<file path="src/rtl/controlador_demux_if.sv">
// Bundle of the upstream valid/ready word port and the demux control/acknowledge lines.
// Upstream handshake: a word moves on a rising edge where in_valid && in_ready; the source holds in_data/in_dest while in_valid is high and not yet accepted.
interface controlador_demux_if #(
    parameter int DATA_BITS = 32
);
    logic                 in_valid;
    logic                 in_ready;
    logic [DATA_BITS-1:0] in_data;
    logic                 in_dest;
    logic                 selector;
    logic [DATA_BITS-1:0] demux_data;
    logic                 wr_out1;
    logic                 wr_out2;
    logic                 ack_out1;
    logic                 ack_out2;

    // Source of words plus the two destinations (drives valid/data/acks).
    modport master (
        output in_valid, in_data, in_dest, ack_out1, ack_out2,
        input  in_ready, selector, demux_data, wr_out1, wr_out2
    );

    // The sequencing controller.
    modport slave (
        input  in_valid, in_data, in_dest, ack_out1, ack_out2,
        output in_ready, selector, demux_data, wr_out1, wr_out2
    );
endinterface

</file>
<file path="src/rtl/controlador_demux.sv">
// Sequencing controller for a two-output demux: captures a word, strobes the chosen
// destination for one cycle, then waits (bounded) for that destination's acknowledge.
module controlador_demux #(
    parameter int DATA_BITS      = 32,
    parameter int TIMEOUT_CYCLES = 255,
    parameter int CNT_BITS       = 16
) (
    input  logic                clk,
    input  logic                reset,
    controlador_demux_if.slave  bus,
    input  logic                err_clear,
    output logic                busy,
    output logic                timeout_err,
    output logic [CNT_BITS-1:0] cnt_out1,
    output logic [CNT_BITS-1:0] cnt_out2,
    output logic [1:0]          state_dbg
);

    typedef enum logic [1:0] {
        S_IDLE     = 2'd0,
        S_DISPATCH = 2'd1,
        S_WAIT     = 2'd2
    } state_t;

    localparam logic [15:0] WAIT_LAST = 16'(TIMEOUT_CYCLES - 1);

    state_t               state_q, state_d;
    logic                 sel_q, sel_d;
    logic [DATA_BITS-1:0] data_q, data_d;
    logic [15:0]          wcnt_q, wcnt_d;
    logic [CNT_BITS-1:0]  c1_q, c1_d;
    logic [CNT_BITS-1:0]  c2_q, c2_d;
    logic                 err_q, err_d;
    logic                 ack_sel;

    logic                 in_ready_o;
    logic                 busy_o;
    logic                 wr1_o;
    logic                 wr2_o;

    always_ff @(posedge clk or posedge reset) begin
        if (reset) begin
            state_q <= S_IDLE;
            sel_q   <= 1'b0;
            data_q  <= '0;
            wcnt_q  <= '0;
            c1_q    <= '0;
            c2_q    <= '0;
            err_q   <= 1'b0;
        end else begin
            state_q <= state_d;
            sel_q   <= sel_d;
            data_q  <= data_d;
            wcnt_q  <= wcnt_d;
            c1_q    <= c1_d;
            c2_q    <= c2_d;
            err_q   <= err_d;
        end
    end

    always_comb begin
        state_d = state_q;
        sel_d   = sel_q;
        data_d  = data_q;
        wcnt_d  = wcnt_q;
        c1_d    = c1_q;
        c2_d    = c2_q;
        err_d   = err_q;
        // Only the addressed destination's acknowledge counts.
        ack_sel = sel_q ? bus.ack_out2 : bus.ack_out1;

        if (err_clear) err_d = 1'b0;

        case (state_q)
            S_IDLE: begin
                if (bus.in_valid) begin
                    sel_d   = bus.in_dest;
                    data_d  = bus.in_data;
                    state_d = S_DISPATCH;
                end
            end
            S_DISPATCH: begin
                wcnt_d  = '0;
                state_d = S_WAIT;
            end
            S_WAIT: begin
                // An ack on the last allowed cycle is checked first, so it beats the timeout.
                if (ack_sel) begin
                    if (sel_q) c2_d = c2_q + 1'b1;
                    else       c1_d = c1_q + 1'b1;
                    state_d = S_IDLE;
                end else if (wcnt_q == WAIT_LAST) begin
                    err_d   = 1'b1;
                    state_d = S_IDLE;
                end else begin
                    wcnt_d = wcnt_q + 16'd1;
                end
            end
            default: state_d = S_IDLE;
        endcase
    end

    always_comb begin
        in_ready_o = (state_q == S_IDLE);
        busy_o     = (state_q != S_IDLE);
        wr1_o      = (state_q == S_DISPATCH) && !sel_q;
        wr2_o      = (state_q == S_DISPATCH) &&  sel_q;
    end

    assign bus.in_ready   = in_ready_o;
    assign bus.selector   = sel_q;
    assign bus.demux_data = data_q;
    assign bus.wr_out1    = wr1_o;
    assign bus.wr_out2    = wr2_o;
    assign busy           = busy_o;
    assign timeout_err    = err_q;
    assign cnt_out1       = c1_q;
    assign cnt_out2       = c2_q;
    assign state_dbg      = state_q;

endmodule

</file>
<file path="src/flat_wrapper.sv">
// flat-port wrapper written by rule: the top's interface ports become plain ports
module controlador_demux_flat 
#(
    parameter int DATA_BITS      = 32,
    parameter int TIMEOUT_CYCLES = 255,
    parameter int CNT_BITS       = 16
)
  (clk, reset, err_clear, busy, timeout_err, cnt_out1, cnt_out2, state_dbg, bus_in_valid, bus_in_data, bus_in_dest, bus_ack_out1, bus_ack_out2, bus_in_ready, bus_selector, bus_demux_data, bus_wr_out1, bus_wr_out2);
  controlador_demux_if #(.DATA_BITS(DATA_BITS)) bus_i ();
  input  logic clk;
  input  logic reset;
  input  logic err_clear;
  output logic busy;
  output logic timeout_err;
  output logic [CNT_BITS-1:0] cnt_out1;
  output logic [CNT_BITS-1:0] cnt_out2;
  output logic [1:0] state_dbg;
  input wire logic [$bits(bus_i.in_valid)-1:0] bus_in_valid;
  input wire logic [$bits(bus_i.in_data)-1:0] bus_in_data;
  input wire logic [$bits(bus_i.in_dest)-1:0] bus_in_dest;
  input wire logic [$bits(bus_i.ack_out1)-1:0] bus_ack_out1;
  input wire logic [$bits(bus_i.ack_out2)-1:0] bus_ack_out2;
  output wire logic [$bits(bus_i.in_ready)-1:0] bus_in_ready;
  output wire logic [$bits(bus_i.selector)-1:0] bus_selector;
  output wire logic [$bits(bus_i.demux_data)-1:0] bus_demux_data;
  output wire logic [$bits(bus_i.wr_out1)-1:0] bus_wr_out1;
  output wire logic [$bits(bus_i.wr_out2)-1:0] bus_wr_out2;
  assign bus_i.in_valid = bus_in_valid;
  assign bus_i.in_data = bus_in_data;
  assign bus_i.in_dest = bus_in_dest;
  assign bus_i.ack_out1 = bus_ack_out1;
  assign bus_i.ack_out2 = bus_ack_out2;
  assign bus_in_ready = bus_i.in_ready;
  assign bus_selector = bus_i.selector;
  assign bus_demux_data = bus_i.demux_data;
  assign bus_wr_out1 = bus_i.wr_out1;
  assign bus_wr_out2 = bus_i.wr_out2;
  controlador_demux #(.DATA_BITS(DATA_BITS), .TIMEOUT_CYCLES(TIMEOUT_CYCLES), .CNT_BITS(CNT_BITS)) u_core (.clk(clk), .reset(reset), .bus(bus_i), .err_clear(err_clear), .busy(busy), .timeout_err(timeout_err), .cnt_out1(cnt_out1), .cnt_out2(cnt_out2), .state_dbg(state_dbg));
endmodule
</file>
<file path="config.mk">
export PLATFORM = sky130hd
export DESIGN_NAME = controlador_demux_flat
export DESIGN_NICKNAME = d
export VERILOG_FILES = /design/src/rtl/controlador_demux_if.sv /design/src/rtl/controlador_demux.sv /design/src/flat_wrapper.sv
export SDC_FILE = /design/constraint.sdc
export NUM_CORES = 1
export LEC_CHECK = 0
export CAP_MARGIN = 0
export CORE_MARGIN = 2
export CORE_UTILIZATION = 57
export DETAILED_ROUTE_END_ITERATION = 7
export DONT_BUFFER_PORTS = 1
export GPL_ROUTABILITY_DRIVEN = 0
export PLACE_DENSITY_LB_ADDON = 0.2
export SYNTH_ARGS = -nofsm -noshare
export SYNTH_HDL_FRONTEND = slang
export SYNTH_SLANG_ARGS = --single-unit
</file>
<file path="constraint.sdc">
create_clock -name clk -period 2.7 [get_ports clk]
set_clock_uncertainty 0.05 [all_clocks]
set_input_delay 0.405 -clock clk [delete_from_list [all_inputs] [get_ports clk]]
set_output_delay 0.405 -clock clk [all_outputs]
set_load 0.02 [all_outputs]
</file>
### Word-level counts from Yosys, hierarchy flattened

Index checks and enable logic that the tools add are counted.

* register bits: 84
* bits of input ports: 39
* output and inout bits: 72
* word-level logic and storage cells: 41

* $add $sub $neg: 3
* equality and inequality tests: 7
* mux-type cells: 12
* bitwise gates (word level): 1
* reductions and logical operators: 11

Operators by type and width (count)
* $add A16 B1 Y16 const B: 3
* $mux W16: 2
* $pmux W16 S2: 1
* $eq A16 B8 Y1 const B: 1
* $reduce_and A3 Y1: 3
* $mux W2: 3
* $ne A2 B2 Y1 const B: 3
* $pmux W2 S3: 1
* $mux W1: 5
* $reduce_and A2 Y1: 2
* $reduce_bool A2 Y1: 2
* $ne A3 B1 Y1 const B: 1
* $eq A2 B1 Y1 const B: 1
* $eq A2 B2 Y1 const B: 1
* $logic_and A1 B1 Y1: 2
* $logic_not A2 Y1: 1
* $logic_not A1 Y1: 1
* $not A1 Y1: 1

### Depth between registers and ports, before layout

* depth in word-level cells: 4
* depth in mapped cells: 8
* depth with buffers taken out: 6

### Worst setup path before layout

OpenSTA, ideal clock, no wires.

* path kind: register to register
* start: reg u_core.state_q[0] (netlist: u_core.state_dbg[0])
* end: reg u_core.c1_q[13] (netlist: u_core.cnt_out1[13])
* library setup time: 0.080 ns
* arrival: 1.917 ns
* required time: 2.570 ns
* slack: 0.654 ns
* stages on the path, launching flop included: 8
* path buffers: 1
* period minus slack after synthesis: 2.046 ns
* cell sequence: dfrtp_1 > inv_1 > ha_1 > nand4b_4 > or4_4 > buf_6 > nor3_4 > xor2_1

* longest elaborated chain between the ends: 2

Ends and longest elaborated chain
* start: declaration: RTL line controlador_demux.sv:27 `state_t state_q, state_d;`
* start signal: assignment: RTL line controlador_demux.sv:51 `state_q <= state_d;`
* $eq A2 B2 Y1: RTL line controlador_demux.sv:74 `case (state_q)`
* $reduce_and A3 Y1 (no source line)
* end signal: assignment: RTL line controlador_demux.sv:47 `c1_q <= '0;`
* end signal: assignment: RTL line controlador_demux.sv:55 `c1_q <= c1_d;`
* end: declaration: RTL line controlador_demux.sv:31 `logic [CNT_BITS-1:0] c1_q, c1_d;`

No other way between the ends.
A chain may end at the register's enable or synchronous reset.

### Final worst setup path

* start: reg u_core.state_q[0] (netlist: u_core.state_dbg[0])
* end: reg u_core.c1_q[15] (netlist: u_core.cnt_out1[15])

Same word-level chain as after synthesis.

==> flow_summary.json <==
{
  "run_status": "complete, no violations",
  "layoutNonFillerInstCount": 425,
  "grt_max_degree": 49,
  "rrSetupSlack_ps": 360,
  "synth-xor-area-share_pct": 6.67,
  "synth_top_family_by_area": "simple AND/OR/NAND/NOR gates",
  "synthMuxAreaShare_pct": 10.8,
  "holdWs_ps": 103,
  "hold_end": "u_core.timeout_err",
  "p_leak_nw": 1.89,
  "viasPerCell": 6.19,
  "start_util_pct": 58.3,
  "grt_pass1_wl_um": 12400,
  "start_kind": "register",
  "clk_latency_ps": 350,
  "synth_nets": 384,
  "yosys.area_share.adder_pct": 2.86,
  "cts_tree": "built",
  "max_freq_mhz": 427,
  "numPortBuffers": 0,
  "via_count": 2631,
  "clkTransAtPathRegs_ps": 90,
  "synthTopCellsByArea": "dfrtp_1, mux2_2, xnor2_1",
  "ff2ff_path_depth": 6,
  "synth_seq_cells": 84,
  "p_total_mw": 3.95,
  "pre_cts_ws_ps": 340,
  "drtIter0Drc": 116,
  "core-area_um2": 6760,
  "layout_common_cells": "dfrtp_1, mux2_2, nand2_1",
  "fin_util_pct": 62.3,
  "drtAntennaViolNets": 0,
  "cp.arrival_ps": 2570,
  "antenna_found_initial": 0,
  "row_count": 30,
  "routed_wirelength_um": 7630,
  "numCtsBuffers": 9,
  "grt_usage_pct": 20.9,
  "synthDistinctLibCells": 47,
  "r2r_start": "u_core.state_dbg[0]",
  "worstPathRequired_ps": 2930,
  "irDropWorstVdd_mv": 0.685,
  "synth_compound_area_share_pct": 5.88,
  "synthFlopType": "dfrtp_1",
  "clockBufferDepth": 2,
  "synth_largest_area_cell": "dfrtp_1",
  "wire_per_inst_um": 17.9,
  "postSynthAreaPerCell_um2": 11.7,
  "critPathKind": "reg2reg",
  "end_kind": "register",
  "grt_pass1_vias": 2628,
  "root_buffer": "clkbuf_8",
  "cts_sinks": 84,
  "dp_hpwl_um": 5530,
  "synthSimpleGateAreaFrac_pct": 17.3,
  "fillerInstances": 532,
  "synth_cells": 336,
  "async_flop_share_pct": 100,
  "worstReg2RegEnd": "u_core.cnt_out1[15]",
  "drt_pre_antenna_iters": 4,
  "synth_warnings": 0,
  "final.period_utilization_pct": 86.7,
  "slew_headroom_pct": 57.6,
  "setup_viol": 0,
  "syn_area_um2": 3940,
  "slew_violations": 0,
  "synth.top_cell.area_share_pct": 53.4,
  "drv_cap": 0,
  "hold_viol": 0,
  "period_minus_slack_ps": 2340,
  "dp_cells": 408,
  "fin_nets": 388,
  "htree_num_levels": 3,
  "diodes": 0,
  "worstMarginPinSlew_ps": 635,
  "setup_ws_ps": 359,
  "detailed_place.area_um2": 4020,
  "ios": 111,
  "post-route-drc-count": 0,
  "cp-startpoint": "u_core.state_dbg[0]",
  "drive_gt1_share_pct": 19.7,
  "die_x_um": 87.1,
  "ys_seq_area_share_pct": 53.4,
  "finish.instance_area_um2": 4210,
  "synth_edf_count": 0,
  "dieHeight_um": 87.1,
  "grt_overflow": 0,
  "hold_path_class": "in2reg",
  "worstHoldPathCells": 1,
  "die-area_um2": 7590,
  "hp-start": "err_clear",
  "pwr_density_cell_nw_per_um2": 938,
  "final_common_cell": "dfrtp_1",
  "timing.setup.tns_ps": 0,
  "cp_max_fo": 12,
  "area_growth_pct": 6.86,
  "rsz0062_at_grt": "no"
}
layer usage:
metal  GRT usage [%]  wire length [µm]  part of all wire, %
met2            32.6              3710                   49
met4            8.25               126                  1.7
met1            26.6              3100                   41
met3            7.68               695                  9.1
met5               0                 0                    0
kinds of logic after synthesis:
kind of cell,count (synthesis)
AO/OA/AOI/OAI,35
XOR/XNOR,30
flip-flops,84
adder cells (fa/ha/maj),9
AND/OR/NAND/NOR,112
multiplexers,38
buffers and inverters,28
cell usage after synthesis (2+ instances only):
| cell | count |
|---|---|
| xnor2_1 | 17 |
| buf_1 | 3 |
| buf_2 | 5 |
| mux2_2 | 37 |
| or3_1 | 2 |
| o31ai_1 | 7 |
| ha_1 | 9 |
| nor3_1 | 10 |
| dfrtp_1 | 84 |
| and2b_1 | 2 |
| nand4_1 | 11 |
| or2_2 | 2 |
| nor4_1 | 5 |
| nand4_2 | 2 |
| o21ai_0 | 7 |
| nand2b_1 | 3 |
| nor3_4 | 2 |
| nand3_1 | 18 |
| and3_1 | 7 |
| and4_1 | 4 |
| nand2_1 | 21 |
| o22ai_1 | 2 |
| nor2_1 | 11 |
| clkbuf_1 | 3 |
| xor2_1 | 13 |
| a31oi_1 | 12 |
| and2_1 | 3 |
| inv_1 | 15 |
what timing repair did:
action                                 CTS  global route
hold buffers                             1             0
setup buffers                            0             0
gates resized for setup                  0             0
endpoints found under the hold margin   36             0
worst max-delay path by stage:
stage,endpoint,slack (ps),depth (start not counted)
3_3_place_gp,u_core.cnt_out1[15],380,6
4_1_cts,u_core.cnt_out1[15],330,6
5_1_grt,u_core.cnt_out1[15],180,6
2_1_floorplan,u_core.bus.demux_data[0],80,1
6_report,u_core.cnt_out1[15],360,6
3_5_place_dp,u_core.cnt_out1[15],340,6
worst max-delay path, stage by stage (launching register included):
cell      delay, ps
dfrtp_1         500
inv_1           150
ha_1            440
nand4b_4        170
or4_4           610
nor3_4          200
xor2_1          150
final cells by class:
cell class              instances  area (µm²)  share of cell area [%]
clock buffers                  10         128                    3.03
clock inverters                 6        47.5                    1.13
inverters                      15        57.6                    1.37
multi-input cells             224        1710                    40.7
flip-flops and latches         84        2100                    50.0
well taps                      80         100                    2.38
repair buffers                  6        60.1                    1.43
flip-flops by register name (all words and copies together), names as in the netlist:
register               flops
u_core.cnt_out1           16
u_core.timeout_err         1
u_core.bus.demux_data     32
u_core.wcnt_q             16
u_core.bus.selector        1
u_core.cnt_out2           16
u_core.state_dbg           2
where the power goes:
part	switching [mW]	total (mW)	internal [mW]
sequential	0.675	2.25	1.57
combinational	0.453	0.902	0.449
clock	0.456	0.798	0.342
total	1.58	3.95	2.36
(Power assumes the default switching activity.)
